## src/rtl/i2s_receiver_pkg.sv

```systemverilog
// i2s_receiver_pkg
// Shared constants, the receiver state type and a word-alignment helper for
// the I2S receiver.
//   I2S_DATA_W        : audio sample width (24)
//   I2S_SLOT_W        : sck periods per channel slot (32)
//   I2S_RX_FIFO_DEPTH : output FIFO depth in sample pairs (2)
package i2s_receiver_pkg;

    localparam int I2S_DATA_W        = 24;
    localparam int I2S_SLOT_W        = 32;
    localparam int I2S_RX_FIFO_DEPTH = 2;
    localparam int I2S_CNT_W         = 5;

    typedef enum logic [1:0] {
        IDLE  = 2'd0,
        SYNC  = 2'd1,
        LEFT  = 2'd2,
        RIGHT = 2'd3
    } i2s_state_e;

    // Left-justify a word of which only cnt bits (capped at 24) arrived;
    // the missing LSBs come out as zero.
    function automatic logic [I2S_DATA_W-1:0] i2s_align_word(
        input logic [I2S_DATA_W-1:0] shift,
        input logic [I2S_CNT_W-1:0]  cnt
    );
        logic [I2S_CNT_W-1:0] pad;
        if (cnt >= 5'd24) begin
            pad = 5'd0;
        end else begin
            pad = 5'd24 - cnt;
        end
        return shift << pad;
    endfunction

endpackage

```

## src/rtl/i2s_rx_fifo.sv

```systemverilog
// i2s_rx_fifo
// Two-entry synchronous FIFO holding {left, right} sample pairs. Entry 0 is
// always the head, so the head output needs no read pointer.
//   clk, rst    : clock, synchronous active-high reset
//   flush_i     : empties the FIFO (takes priority over push/pop)
//   push_i      : write din_i; ignored when full unless popping the same cycle
//   pop_i       : remove head entry; ignored when empty
//   head_o      : current head entry
//   full_o      : two entries held
//   empty_o     : no entries held
module i2s_rx_fifo
    import i2s_receiver_pkg::*;
#(
    parameter int W = 2 * I2S_DATA_W
) (
    input  logic         clk,
    input  logic         rst,
    input  logic         flush_i,
    input  logic         push_i,
    input  logic [W-1:0] din_i,
    input  logic         pop_i,
    output logic [W-1:0] head_o,
    output logic         full_o,
    output logic         empty_o
);

    logic [W-1:0] mem0_q, mem0_d;
    logic [W-1:0] mem1_q, mem1_d;
    logic [1:0]   count_q, count_d;
    logic         pop_eff_s;
    logic         push_eff_s;
    logic [1:0]   wr_idx_s;

    // Next-state computation: pop shifts entry 1 to the head, push writes the
    // first free slot as seen after the pop.
    always_comb begin
        mem0_d     = mem0_q;
        mem1_d     = mem1_q;
        count_d    = count_q;
        pop_eff_s  = pop_i && (count_q != 2'd0);
        push_eff_s = push_i && ((count_q != 2'd2) || pop_eff_s);
        wr_idx_s   = count_q - {1'b0, pop_eff_s};
        if (flush_i) begin
            mem0_d  = '0;
            mem1_d  = '0;
            count_d = 2'd0;
        end else begin
            if (pop_eff_s) begin
                mem0_d = mem1_q;
            end else begin
                mem0_d = mem0_q;
            end
            if (push_eff_s) begin
                if (wr_idx_s == 2'd0) begin
                    mem0_d = din_i;
                end else begin
                    mem1_d = din_i;
                end
            end else begin
                mem1_d = mem1_q;
            end
            count_d = count_q - {1'b0, pop_eff_s} + {1'b0, push_eff_s};
        end
    end

    // Storage and occupancy registers.
    always_ff @(posedge clk) begin
        if (rst) begin
            mem0_q  <= '0;
            mem1_q  <= '0;
            count_q <= 2'd0;
        end else begin
            mem0_q  <= mem0_d;
            mem1_q  <= mem1_d;
            count_q <= count_d;
        end
    end

    assign head_o  = mem0_q;
    assign full_o  = (count_q == 2'd2);
    assign empty_o = (count_q == 2'd0);

endmodule

```

## src/rtl/i2s_receiver.sv

```systemverilog
// i2s_receiver
// Oversampling I2S receiver: synchronizes sck/ws/sdi into clk, decodes
// 32-sck slots with one-bit delay, MSB first, 24 data bits per channel, and
// queues {left, right} pairs in a 2-entry FIFO with a valid/ready output.
//   clk, rst               : clock, synchronous active-high reset
//   sck_in, ws_in, sdi_in  : asynchronous I2S bit clock, word select, data
//   enable_in              : receiver enable (0 flushes and idles)
//   clr_in                 : clears the sticky error flags
//   audio0_out, audio1_out : left / right sample of the FIFO head
//   valid_out, ready_in    : output handshake
//   overrun_out            : sticky, pair dropped on a full FIFO
//   frame_err_out          : sticky, slot length error
// Build option: I2S_RECEIVER_FRAMECHK_EN enables the slot length check;
// without it frame_err_out is 0 and short words are left-justified.
module i2s_receiver
    import i2s_receiver_pkg::*;
(
    input  logic                  clk,
    input  logic                  rst,
    input  logic                  sck_in,
    input  logic                  ws_in,
    input  logic                  sdi_in,
    input  logic                  enable_in,
    input  logic                  clr_in,
    output logic [I2S_DATA_W-1:0] audio0_out,
    output logic [I2S_DATA_W-1:0] audio1_out,
    output logic                  valid_out,
    input  logic                  ready_in,
    output logic                  overrun_out,
    output logic                  frame_err_out
);

    logic [2:0]            sck_sync_q;
    logic [1:0]            ws_sync_q;
    logic [1:0]            sdi_sync_q;
    logic                  ws_prev_q;
    i2s_state_e            state_q, state_d;
    logic [I2S_CNT_W-1:0]  cnt_q, cnt_d;
    logic [I2S_DATA_W-1:0] shift_q, shift_d;
    logic [I2S_DATA_W-1:0] left_q, left_d;
    logic                  overrun_q, overrun_d;

    logic                  sck_rise_s;
    logic                  change_s;
    logic [I2S_DATA_W-1:0] word_s;
    logic                  push_s;
    logic                  pop_s;
    logic                  flush_s;
    logic                  full_s;
    logic                  empty_s;
    logic [2*I2S_DATA_W-1:0] head_s;

    assign sck_rise_s = sck_sync_q[1] & ~sck_sync_q[2];
    assign change_s   = sck_rise_s && (ws_sync_q[1] != ws_prev_q);
    assign word_s     = i2s_align_word(shift_q, cnt_q);

`ifdef I2S_RECEIVER_FRAMECHK_EN
    logic frame_err_q, frame_err_d;
    logic frame_err_set_s;
`endif

    // Slot decoding: edge counter, data shift register and channel FSM.
    always_comb begin
        state_d = state_q;
        cnt_d   = cnt_q;
        shift_d = shift_q;
        left_d  = left_q;
        push_s  = 1'b0;
        flush_s = 1'b0;
`ifdef I2S_RECEIVER_FRAMECHK_EN
        frame_err_set_s = 1'b0;
`endif
        if (!enable_in) begin
            state_d = IDLE;
            cnt_d   = 5'd0;
            shift_d = '0;
            flush_s = 1'b1;
        end else begin
            // The change edge itself carries the previous slot's last bit,
            // so it restarts the count without shifting.
            if (change_s) begin
                cnt_d   = 5'd0;
                shift_d = '0;
            end else if (sck_rise_s) begin
                if (cnt_q != 5'd31) begin
                    cnt_d = cnt_q + 5'd1;
                end else begin
                    cnt_d = cnt_q;
                end
                if (cnt_q < 5'd24) begin
                    shift_d = {shift_q[I2S_DATA_W-2:0], sdi_sync_q[1]};
                end else begin
                    shift_d = shift_q;
                end
            end else begin
                cnt_d   = cnt_q;
                shift_d = shift_q;
            end

            case (state_q)
                IDLE: begin
                    state_d = SYNC;
                end
                SYNC: begin
                    if (change_s && !ws_sync_q[1]) begin
                        state_d = LEFT;
                    end else begin
                        state_d = SYNC;
                    end
                end
                LEFT: begin
                    if (change_s) begin
`ifdef I2S_RECEIVER_FRAMECHK_EN
                        if (cnt_q != 5'd31) begin
                            frame_err_set_s = 1'b1;
                            state_d         = SYNC;
                        end else begin
                            left_d  = word_s;
                            state_d = RIGHT;
                        end
                    end else if (sck_rise_s && (cnt_q == 5'd31)) begin
                        frame_err_set_s = 1'b1;
                        state_d         = SYNC;
`else
                        left_d  = word_s;
                        state_d = RIGHT;
`endif
                    end else begin
                        state_d = LEFT;
                    end
                end
                RIGHT: begin
                    if (change_s) begin
`ifdef I2S_RECEIVER_FRAMECHK_EN
                        if (cnt_q != 5'd31) begin
                            frame_err_set_s = 1'b1;
                            state_d         = SYNC;
                        end else begin
                            push_s  = 1'b1;
                            state_d = LEFT;
                        end
                    end else if (sck_rise_s && (cnt_q == 5'd31)) begin
                        frame_err_set_s = 1'b1;
                        state_d         = SYNC;
`else
                        push_s  = 1'b1;
                        state_d = LEFT;
`endif
                    end else begin
                        state_d = RIGHT;
                    end
                end
                default: begin
                    state_d = IDLE;
                end
            endcase
        end
    end

    assign pop_s = ~empty_s & ready_in;

    // Overrun: a push that finds the FIFO full with no pop alongside. A new
    // error wins over a coincident clear.
    always_comb begin
        if (push_s && full_s && !pop_s) begin
            overrun_d = 1'b1;
        end else if (clr_in) begin
            overrun_d = 1'b0;
        end else begin
            overrun_d = overrun_q;
        end
    end

    // Synchronizers, ws history, decoder state and sticky flag.
    always_ff @(posedge clk) begin
        if (rst) begin
            sck_sync_q <= 3'd0;
            ws_sync_q  <= 2'd0;
            sdi_sync_q <= 2'd0;
            ws_prev_q  <= 1'b0;
            state_q    <= IDLE;
            cnt_q      <= 5'd0;
            shift_q    <= '0;
            left_q     <= '0;
            overrun_q  <= 1'b0;
        end else begin
            sck_sync_q <= {sck_sync_q[1:0], sck_in};
            ws_sync_q  <= {ws_sync_q[0], ws_in};
            sdi_sync_q <= {sdi_sync_q[0], sdi_in};
            if (sck_rise_s) begin
                ws_prev_q <= ws_sync_q[1];
            end else begin
                ws_prev_q <= ws_prev_q;
            end
            state_q    <= state_d;
            cnt_q      <= cnt_d;
            shift_q    <= shift_d;
            left_q     <= left_d;
            overrun_q  <= overrun_d;
        end
    end

`ifdef I2S_RECEIVER_FRAMECHK_EN
    // Frame error: set wins over a coincident clear.
    always_comb begin
        if (frame_err_set_s) begin
            frame_err_d = 1'b1;
        end else if (clr_in) begin
            frame_err_d = 1'b0;
        end else begin
            frame_err_d = frame_err_q;
        end
    end

    // Frame error flag register.
    always_ff @(posedge clk) begin
        if (rst) begin
            frame_err_q <= 1'b0;
        end else begin
            frame_err_q <= frame_err_d;
        end
    end

    assign frame_err_out = frame_err_q;
`else
    assign frame_err_out = 1'b0;
`endif

    i2s_rx_fifo #(
        .W (2 * I2S_DATA_W)
    ) u_fifo (
        .clk     (clk),
        .rst     (rst),
        .flush_i (flush_s),
        .push_i  (push_s),
        .din_i   ({left_q, word_s}),
        .pop_i   (pop_s),
        .head_o  (head_s),
        .full_o  (full_s),
        .empty_o (empty_s)
    );

    assign valid_out   = ~empty_s;
    assign audio0_out  = head_s[2*I2S_DATA_W-1:I2S_DATA_W];
    assign audio1_out  = head_s[I2S_DATA_W-1:0];
    assign overrun_out = overrun_q;

endmodule

```

## config.mk

```make
export PLATFORM = sky130hd
export DESIGN_NAME = i2s_receiver
export DESIGN_NICKNAME = d
export VERILOG_FILES = /design/src/rtl/i2s_receiver_pkg.sv /design/src/rtl/i2s_rx_fifo.sv /design/src/rtl/i2s_receiver.sv
export SDC_FILE = /design/constraint.sdc
export NUM_CORES = 1
export LEC_CHECK = 0
export CAP_MARGIN = 0
export CORE_MARGIN = 3
export CORE_UTILIZATION = 40
export CTS_BUF_LIST = sky130_fd_sc_hd__clkbuf_8
export DETAILED_ROUTE_END_ITERATION = 12
export GPL_ROUTABILITY_DRIVEN = 0
export HOLD_SLACK_MARGIN = 0.1
export SLEW_MARGIN = 10
export SYNTH_ARGS = -nofsm -noshare
export SYNTH_HDL_FRONTEND = slang
export SYNTH_SLANG_ARGS = --single-unit
```

## constraint.sdc

```tcl
create_clock -name clk -period 6.27 [get_ports clk]
set_input_delay 0.627 -clock clk [delete_from_list [all_inputs] [get_ports clk]]
set_output_delay 0.627 -clock clk [all_outputs]
set_load 0.01 [all_outputs]
```

==> results.md <==
- The worst pin sits at a relative slew slack of 23.8%.
- Counting the buffers created by CTS gives 17.
- The average via count per standard cell is 5.63.
- The type of element capturing the critical path is a flop.
- The number of instances resized during post-cts repair is 0.
- For this design the top-level I/O count stands at 59.
- The total number of vias is ~7300.
- The port buffer count is between 50 and 60.
- After detailed routing, the number of remaining DRC violations is 0.
- The number of clock sinks is around 160.
- The initial antenna violation count is 0.
- The clock tree from TritonCTS is built.
- Leaving out fill and tap cells, the most frequent cell in the layout is sky130_fd_sc_hd__nand2_1.
- The number of antenna diodes in the final layout is 0.
- Along the worst path, the maximum fanout reaches 28.
- The number of DRC markers in iteration 0 is about 670.
- Across the routed clock network, the largest skew measured is roughly 0.018 ns.
- In this run the worst setup path begins at cnt_q[0]$_SDFFE_PP0P_.
- The number of instances on the worst hold path is 2.
- The full die area is ~21000 um2.
- The category of the most critical setup path is reg -> reg.
- The async set or reset register ratio after synthesis is 0%.
- The most used flip-flop cell after synthesis is sky130_fd_sc_hd__dfxtp_1.
- The final HPWL from detailed placement is 14500 um.
- The Yosys step of the flow raised 0 warnings.
- The synthesized netlist contains between 60 and 70 unique library cells.
- The H-tree was split into 4 levels.
- The worst hold path class is reg -> reg.
- Buffers inserted to repair hold after CTS numbered 0.
- The worst register-to-register path ends at left_q[21]$_SDFFE_PP0P_.
- The synthesized design spends more area on one cell type than any other, namely sky130_fd_sc_hd__dfxtp_1.
- The maximum operating frequency is 237 MHz.
- The run finished with clean final reports.
- The flip-flop and latch count after synthesis is roughly 160.
- From left edge to right edge, the die measures 146 um.
- The arrival time of the worst setup path is 4.54 ns.
- Setup repair after global routing left no endpoint under its margin.
- Entering global routing, the biggest net connects 58 pins.
- The wire length of the first global-routing pass is 35500 um.
- Global routing used 20.3% of the available tracks.
- In the final routed layout, each cell accounts on average for 16.9 um.
- The buffer levels on the longest clock path is 2.
- After filler insertion, the fill cell instance count of the layout stands at approximately 2000.
- The required time of the critical path is 6.59 ns.
- The clock transition at the registers of the reported paths is 0.09 ns.
- The number of cells on the worst reg-to-reg path is 8.
- The count of flip-flops with a built-in enable after synthesis is 0.
- The area growth from synthesis to layout is 13.6%.
- The cell sitting at the root of the clock tree is a sky130_fd_sc_hd__clkbuf_8.
- The core footprint is 18900 um2.
- The total standard cell area after synthesis is 7790 um2.
- The synthesized net count is just over 1000.
- At the later pin of the worst-skew pair, clock insertion delay measures 0.47 ns.
- The worst hold path begins at sdi_sync_q[1]$_SDFF_PP0_.
- The layout cell share with drive strength beyond 1 is a little under 7%.
- The vertical extent of the die is 146 um.
- After synthesis, the mean cell area works out to 7.60 um2.
- In this run the critical register-to-register path is launched from cnt_q[0]$_SDFFE_PP0P_.
- The number of global-route vias before repair came to approximately 6500.
- The synthesized instance count is 1025.
- The max capacitance violation total is 0.
- The areal power density over the cells is 217 nW/um2.
- In the finished design, the share of the clock period the worst path needs comes to 67.3%.
- The floorplan has 50 rows.
- The leakage power total is 3.01 nW.
- The overall routed net length is between 20000 and 25000 um.
- In the final timing run, aggregate negative setup slack is 0 ns.
- The worst-case IR drop observed on VDD is about 0.21 mV.
- The fraction of synthesized cell area taken by the top area cell type is 41.6%.
- The type of origin of the critical path is a flop.
- Across all register-to-register paths, the minimum setup slack is 2.05 ns.
- The number of endpoints with negative hold slack in the final report is 0.
- The post-route cell area is ~8800 um2.
- The total congestion overflow is 0.
- The count of antenna-violating nets left after detailed routing is 0.
- Setup violations remaining at the end of the flow were counted as 0.
- The number of pins exceeding their max-slew limit in the final report is 0.
- The placement-stage cell area is 8420 um2.
- At the pin with the least slew margin, the transition time is 1.14 ns.
- The initial utilization of the core area, before any placement, comes to 41.2%.
- In the layout the commonest cells are 237 x sky130_fd_sc_hd__nand2_1, 162 x sky130_fd_sc_hd__dfxtp_1, 116 x sky130_fd_sc_hd__a21oi_1.
- The routed design could run at a clock period as short as 4.22 ns.
- The number of iterations in the first detailed-routing pass is 5.
- Post-CTS timing repair inserted 0 buffers for setup.
- After synthesis, the cell types taking the most area are sky130_fd_sc_hd__dfxtp_1 42%, sky130_fd_sc_hd__nand2_1 11%, sky130_fd_sc_hd__a21oi_1 7.5%.
- The endpoint of the worst hold path is shift_q[0]$_SDFFE_PP0P_.
- The layout net count is around 1000.
- The share of the yosys chip area belonging to registers is between 40% and 50%.
kinds of logic (layout without fill, tap and decap cells):
kind of cell	Yosys count	in the layout	share of synthesized area (%)
mux	29	29	3.92
other cells	1	1	0.0482
xor+xnor	6	6	0.675
flops	162	162	41.6
buf+inv	94	110	5.09
fa+ha+maj	5	5	0.803
simple gates	428	428	23.0
compound gates	300	300	24.8
worst max path at each step:
stage | to | slack (ns) | depth (start not counted)
4_1_cts | left_q[21]$_SDFFE_PP0P_ | 2.09 | 8
5_1_grt | u_fifo.head_o[21]$_SDFF_PP0_ | 1.74 | 8
3_5_place_dp | u_fifo.head_o[21]$_SDFF_PP0_ | 2.10 | 8
2_1_floorplan | left_q[21]$_SDFFE_PP0P_ | 3.16 | 14
3_3_place_gp | u_fifo.head_o[21]$_SDFF_PP0_ | 2.08 | 8
6_report | left_q[21]$_SDFFE_PP0P_ | 2.05 | 8
cells in the mapped netlist (12+ instances only):
library cell               count
sky130_fd_sc_hd__clkbuf_1     59
sky130_fd_sc_hd__dfxtp_1     162
sky130_fd_sc_hd__mux2i_1      17
sky130_fd_sc_hd__a221oi_1     13
sky130_fd_sc_hd__mux2_2       12
sky130_fd_sc_hd__o21ai_0      54
sky130_fd_sc_hd__a311oi_1     30
sky130_fd_sc_hd__nor2b_1      15
sky130_fd_sc_hd__buf_2        20
sky130_fd_sc_hd__nand3_1      25
sky130_fd_sc_hd__a21oi_1     116
sky130_fd_sc_hd__a31oi_1      20
sky130_fd_sc_hd__nand2_1     238
sky130_fd_sc_hd__nor2_1      110
power breakdown:
part / total [W] / switching, W / internal, W / leakage [nW]
combinational: 0.0000652 / 0.0000462 / 0.0000190 / 1.49
sequential: 0.00103 / 0.00000319 / 0.00103 / 1.31
clock: 0.000820 / 0.000446 / 0.000374 / 0.214
total: 0.00192 / 0.000495 / 0.00142 / 3.01
sequential cells by signal, summed over array words and instances (netlist names), 3 cells and up:
| register | cells |
|---|---|
| shift_q | 24 |
| left_q | 24 |
| u_fifo.head_o | 48 |
| u_fifo.mem1_q | 48 |
| cnt_q | 5 |
| sck_sync_q | 3 |
cell type report:
type	count	area, um2	area share (%)
well taps	260	325	3.68
inverters	10	37.5	0.424
clock inverters	15	189	2.14
clock buffers	17	234	2.64
multi-input cells	769	4170	47.1
repair buffers	68	653	7.38
flip-flops and latches	162	3240	36.7
critical path, stage by stage (launching register included):
cell and delay, ns:
sky130_fd_sc_hd__dfxtp_1 1.01, sky130_fd_sc_hd__inv_1 0.11, sky130_fd_sc_hd__ha_1 0.33, sky130_fd_sc_hd__nor4_4 0.58, sky130_fd_sc_hd__o21ai_2 0.38, sky130_fd_sc_hd__a221oi_1 0.51
sky130_fd_sc_hd__o22ai_1 0.35, sky130_fd_sc_hd__a222oi_1 0.68, sky130_fd_sc_hd__a21oi_1 0.14
layer usage:
| layer | global-route usage [%] | vias up | share of wire (%) |
|---|---|---|---|
| li1 | - | 3626 | - |
| met1 | 29.4 | 3421 | 48 |
| met2 | 30.3 | 245 | 44 |
| met3 | 3.61 | 34 | 6.0 |
| met4 | 7.26 | 0 | 2.2 |
| met5 | 0 | - | 0 |
metrics by stage:
| stage | std cells | utilization, % | setup slack [ns] | hold slack [ns] | power, W |
|---|---|---|---|---|---|
| after CTS | 1301 | 46.8 | 2.09 | 0.447 | 0.00194 |
| after detailed placement | 1269 | 44.6 | 2.10 | 0.431 | 0.00112 |
| after global routing | 1301 | 46.8 | 1.74 | 0.465 | 0.00199 |
| final | 1301 | 46.8 | 2.05 | 0.441 | 0.00192 |
| after global placement | 1269 | 44.6 | 2.08 | 0.426 | 0.00112 |
| after floorplan | 1025 | - | 3.16 | 0.414 | 0.00110 |
(Power assumes the default switching activity.)
